===== src/rtl/rd_unpack_if.sv =====
// Read-side word fetch and narrow-beat stream between FIFO read control, RAM and datapath.
interface rd_unpack_if #(
  parameter int unsigned DW = 32,
  parameter int unsigned LW = 8
);
  logic          rrdy;
  logic [DW-1:0] rdata;
  logic          rget;
  logic [LW-1:0] odata;
  logic          ovalid;
  logic          oready;
  logic          olast;

  modport master (
    input  rrdy, rdata, oready,
    output rget, odata, ovalid, olast
  );

  modport slave (
    output rrdy, rdata, oready,
    input  rget, odata, ovalid, olast
  );
endinterface


===== src/rtl/rd_unpack.sv =====
// Pops DW-bit words from the MCP FIFO read port and streams them as RATIO
// narrow valid/ready beats, reloading on the last beat without a bubble.
module rd_unpack #(
  parameter int unsigned DW        = 32,
  parameter int unsigned RATIO     = 4,
  parameter bit          MSB_FIRST = 1'b0,
  parameter int unsigned CW        = 16
) (
  input  logic             rclk,
  input  logic             rrst_n,
  input  logic             flush,
  rd_unpack_if.master      bus,
  output logic [CW-1:0]    wcnt
);

  localparam int unsigned LW   = DW / RATIO;
  localparam int unsigned LIW  = (RATIO > 1) ? $clog2(RATIO) : 1;
  localparam logic [LIW-1:0] LAST = LIW'(RATIO - 1);

  generate
    if ((RATIO == 0) || (DW % RATIO != 0)) begin : g_bad_ratio
      $error("rd_unpack: DW must be a non-zero multiple of RATIO");
    end
  endgenerate

  typedef enum logic {IDLE, BUSY} state_t;

  state_t         state_q;
  logic [DW-1:0]  hold_q;
  logic [LIW-1:0] lane_q;
  logic           last_lane_c;
  logic           load_c;

  // Map a logical beat index to its lane of the word.
  function automatic logic [LW-1:0] lane_sel(input logic [DW-1:0] w,
                                             input logic [LIW-1:0] idx);
    int unsigned phys;
    phys = MSB_FIRST ? (RATIO - 32'd1 - 32'(idx)) : 32'(idx);
    return LW'(w >> (phys * LW));
  endfunction

  // Fetch from IDLE, or reload as the final beat is accepted; flush and reset block the pop.
  always_comb begin
    last_lane_c = (lane_q == LAST);
    load_c      = 1'b0;
    if (rrst_n && !flush && bus.rrdy) begin
      if (state_q == IDLE) begin
        load_c = 1'b1;
      end else if (bus.oready && last_lane_c) begin
        load_c = 1'b1;
      end
    end
    bus.rget = load_c;
  end

  always_ff @(posedge rclk or negedge rrst_n) begin
    if (!rrst_n) begin
      state_q    <= IDLE;
      hold_q     <= '0;
      lane_q     <= '0;
      bus.ovalid <= 1'b0;
      bus.olast  <= 1'b0;
      bus.odata  <= '0;
      wcnt       <= '0;
    end else if (flush) begin
      state_q    <= IDLE;
      lane_q     <= '0;
      bus.ovalid <= 1'b0;
      bus.olast  <= 1'b0;
    end else if (load_c) begin
      state_q    <= BUSY;
      hold_q     <= bus.rdata;
      lane_q     <= '0;
      wcnt       <= wcnt + CW'(1);
      bus.ovalid <= 1'b1;
      bus.olast  <= (RATIO == 1);
      bus.odata  <= lane_sel(bus.rdata, '0);
    end else if ((state_q == BUSY) && bus.oready) begin
      if (!last_lane_c) begin
        lane_q    <= lane_q + LIW'(1);
        bus.odata <= lane_sel(hold_q, lane_q + LIW'(1));
        bus.olast <= ((lane_q + LIW'(1)) == LAST);
      end else begin
        state_q    <= IDLE;
        bus.ovalid <= 1'b0;
        bus.olast  <= 1'b0;
      end
    end
  end

endmodule


===== src/flat_wrapper.sv =====
// flat-port wrapper written by rule: the top's interface ports become plain ports
module rd_unpack_flat 
#(
  parameter int unsigned DW        = 32,
  parameter int unsigned RATIO     = 4,
  parameter bit          MSB_FIRST = 1'b0,
  parameter int unsigned CW        = 16
)
  (rclk, rrst_n, flush, wcnt, bus_rrdy, bus_rdata, bus_oready, bus_rget, bus_odata, bus_ovalid, bus_olast);
  rd_unpack_if #(.DW(DW), .LW(8)) bus_i ();
  input  logic rclk;
  input  logic rrst_n;
  input  logic flush;
  output logic [CW-1:0] wcnt;
  input wire logic [$bits(bus_i.rrdy)-1:0] bus_rrdy;
  input wire logic [$bits(bus_i.rdata)-1:0] bus_rdata;
  input wire logic [$bits(bus_i.oready)-1:0] bus_oready;
  output wire logic [$bits(bus_i.rget)-1:0] bus_rget;
  output wire logic [$bits(bus_i.odata)-1:0] bus_odata;
  output wire logic [$bits(bus_i.ovalid)-1:0] bus_ovalid;
  output wire logic [$bits(bus_i.olast)-1:0] bus_olast;
  assign bus_i.rrdy = bus_rrdy;
  assign bus_i.rdata = bus_rdata;
  assign bus_i.oready = bus_oready;
  assign bus_rget = bus_i.rget;
  assign bus_odata = bus_i.odata;
  assign bus_ovalid = bus_i.ovalid;
  assign bus_olast = bus_i.olast;
  rd_unpack #(.DW(DW), .RATIO(RATIO), .MSB_FIRST(MSB_FIRST), .CW(CW)) u_core (.rclk(rclk), .rrst_n(rrst_n), .flush(flush), .bus(bus_i), .wcnt(wcnt));
endmodule

===== config.mk =====
export PLATFORM = sky130hd
export DESIGN_NAME = rd_unpack_flat
export DESIGN_NICKNAME = d
export VERILOG_FILES = /design/src/rtl/rd_unpack_if.sv /design/src/rtl/rd_unpack.sv /design/src/flat_wrapper.sv
export SDC_FILE = /design/constraint.sdc
export NUM_CORES = 1
export LEC_CHECK = 0
export CAP_MARGIN = 20
export CORE_ASPECT_RATIO = 1.2
export CORE_MARGIN = 2
export CORE_UTILIZATION = 45
export CTS_CLUSTER_SIZE = 24
export DETAILED_ROUTE_END_ITERATION = 6
export PLACE_DENSITY = 0.76
export SLEW_MARGIN = 20
export SYNTH_ARGS = -nofsm -noshare
export SYNTH_HDL_FRONTEND = slang
export SYNTH_SLANG_ARGS = --single-unit

===== constraint.sdc =====
create_clock -name rclk -period 2.1 [get_ports rclk]
set_input_delay 0.42 -clock rclk [delete_from_list [all_inputs] [get_ports rclk]]
set_output_delay 0.42 -clock rclk [all_outputs]
set_load 0.005 [all_outputs]

==> flow_summary.ini <==
[synth]
synth_top_area_share_pct = 54.8
synth_area_per_cell_sq_um = 14.7
syn-cell-area_sq_mm = 0.00274
yosysUniqueCellTypes = 32
yosys.area.top_type = dfrtp_1
synth_simple_gate_area_share_pct = 9.22
synthFlopType = dfrtp_1
synth-compound-area-share_pct = 5.98
synth_seq_cells = 60
synth.area.mux_share_pct = 20.5
synth_fp_nets = 227
synth-edff-count = 0
ys_async_sr_fraction_pct = 100
ys_warn_count = 0
ys_seq_area_share_pct = 54.8
ys_top_cells_by_area = dfrtp_1 55%, mux2_2 14%, mux4_2 6.6%, xnor2_1 3.5%, a22o_1 2.6%
synth_xor_area_share_pct = 5.39
synthAdderAreaFrac_pct = 1.37
synth_top_family_by_area = multiplexers
synth_cells = 187

[floorplanning]
fp.dieArea_sq_mm = 0.00673
start_util_pct = 45.9
rows = 31
core_area_sq_mm = 0.00597
die_width_um = 75.2
die_height_um = 89.5
ioPinCount = 64

[grt]
grt_pass1_wl_um = 8400
grt.overflow.total = 0
antenna_found_initial = 0
grt_max_degree = 62
grt_pass1_vias = 1769
grtUsageTotal_pct = 17.3

[worst_setup_path]
max_stage_delay_ns = 0.50
crit_slowest_cell = clkdlybuf4s50_1
crit_path_frequent_cell = clkdlybuf4s50_1
ff2ff_path_depth = 5
arrival_ns = 1.62
worst_setup_path_end_kind = primary output
critPathLaunchType = primary input
rrSetupSlack_ns = 0.15
crit_type = primary input to primary output
cp.required_ns = 1.68
cp_max_fo = 2
cp_cell_sequence = clkdlybuf4s50_1 -> nand3b_4 -> nor2_4 -> clkdlybuf4s50_1

[sta]
relSlewSlack_pct = 49.8
fin_crit_sh_pct = 97.3
rsz0062_at_grt = no
finalCriticalPeriod_ns = 2.04
tns_ns = 0
max_freq_mhz = 489
finalSetupViolCount = 0
drv_slew = 0
fin_ws_ns = 0.0568
hold_violations = 0
finClkSkew_ns = 0.00592
worst_slew_pin_slew_ns = 0.753

[detailed_routing]
vias = 1832
final_antenna_net_count = 0
drtPass1Iterations = 4
drt_iter0_markers = 92
routed_wl_um = 5160
drt-vias-per-instance = 5.22
wire_per_inst_um = 14.7
drc = 0

[layout]
fill_cells = 502
nets = 304
antennaDiodeCount = 0
layout_common_cells = 60 x clkdlybuf4s50_1, 60 x dfrtp_1, 33 x mux2_2
areaGrowthSynthToFinish_pct = 34.6
drive_above_1_share_pct = 29.0

[place]
place.gp.congestion = 0.811
portBuffers = 63
place_ws_ns = -0.00581
dp_hpwl_um = 3670

[clock_tree]
htreeDepth = 3
worstSkewPairLatency_ns = 0.33
cts_inserted_buffers = 9
cts_tree = done
clock-root-buffer = clkbuf_8
clock_path_buffers = 2
clock_sinks = 60
path_clk_slew_ns = 0.07

[flow_run]
max-cap-violations = 0

[pwr]
p_per_area_mw_per_mm2 = 839
power.leakage_nw = 1.60
irDropWorstVdd_v = 0.000566

[min_path]
hold_path_class = primary input to asynchronous set/reset pin

[outcome]
outcome = finished clean
[sequential cells by signal (all words and copies together), names as in the netlist]
signal and cells:
u_core.bus.odata 8, u_core.bus.olast 1, u_core.bus.ovalid 1, u_core.hold_q 32, u_core.lane_q 2, u_core.wcnt 16
[cell families (layout without fill, tap and decap cells)]
family / Yosys count / after routing
buffers and inverters: 10 / 92
and+or+nand+nor: 36 / 36
muxes: 42 / 42
adders and majority gates: 3 / 3
xor gates and xnor gates: 16 / 16
DFF: 60 / 60
AOI/OAI and AO/OA: 20 / 20
[critical path: cells and delay by family]
family	cells	cell delay [ns]
buffers and inverters	2	0.93
AND/OR/NAND/NOR	2	0.28
[synth_stat cells, drive strengths merged (4+ instances only)]
cell type,count
dfrtp,60
mux2,33
xnor2,11
a21o,8
a22o,8
mux4,8
nand2,7
buf,6
nand3,6
nor2,6
xor2,5
nand4,4
[routing by layer]
layer,global-route usage (%),vias up,wire length [um]
li1,-,841,-
met1,22.5,925,2230
met2,27.4,59,2620
met3,4.40,7,257
met4,7.66,0,59
met5,0,-,0
[final timing paths]
| check | start | end |
|---|---|---|
| worst max-delay path | flush | bus_rget |
| worst min-delay path | rrst_n | u_core.bus.ovalid$_DFFE_PN0P_ |
| worst max register to register | u_core.lane_q[1]$_DFFE_PN0P_ | u_core.bus.odata[2]$_DFFE_PN0P_ |
| worst min register to register | u_core.wcnt[15]$_DFFE_PN0P_ | u_core.wcnt[15]$_DFFE_PN0P_ |
| max in group asynchronous | rrst_n | u_core.wcnt[7]$_DFFE_PN0P_ |
| min in group rclk | bus_rrdy | u_core.bus.ovalid$_DFFE_PN0P_ |
[power breakdown]
| part | internal (mW) | total (mW) | leakage [nW] | switching [mW] |
|---|---|---|---|---|
| Combinational | 0.452 | 0.659 | 0.762 | 0.207 |
| Clock | 0.452 | 0.887 | 0.0889 | 0.435 |
| Sequential | 1.38 | 1.55 | 0.747 | 0.174 |
| Total | 2.28 | 3.10 | 1.60 | 0.816 |
[through the flow]
| stage | hold WS [ns] | util [%] | cells | area [sq um] | total power [mW] |
|---|---|---|---|---|---|
| 6_report | 0.274 | 61.8 | 351 | 3690 | 3.10 |
| 5_1_grt | 0.352 | 61.8 | 351 | 3690 | 3.27 |
| 3_5_place_dp | 0.466 | 58.7 | 334 | 3500 | 2.24 |
| 2_1_floorplan | 0.124 | - | 187 | 2740 | 1.87 |
| 3_3_place_gp | 0.463 | 58.7 | 334 | 3500 | 2.22 |
| 4_1_cts | 0.317 | 61.5 | 350 | 3670 | 3.13 |
[area by class of cell]
cell class              instances  area [sq um]  area share (%)
clock buffers                  11           141            3.83
multi-input cells             117          1170            31.6
well taps                      82           103            2.78
inverters                       1          3.75           0.102
repair buffers                 75           746            20.2
flip-flops and latches         60          1500            40.7
clock inverters                 5          27.5           0.746
[timing repair]
| item | CTS | global route |
|---|---|---|
| setup endpoints to repair | 0 | 1 |
| resized for setup | 0 | 3 |
| setup buffers | 0 | 1 |
| hold buffers | 0 | 0 |
Power figures use the tool's default switching activity.
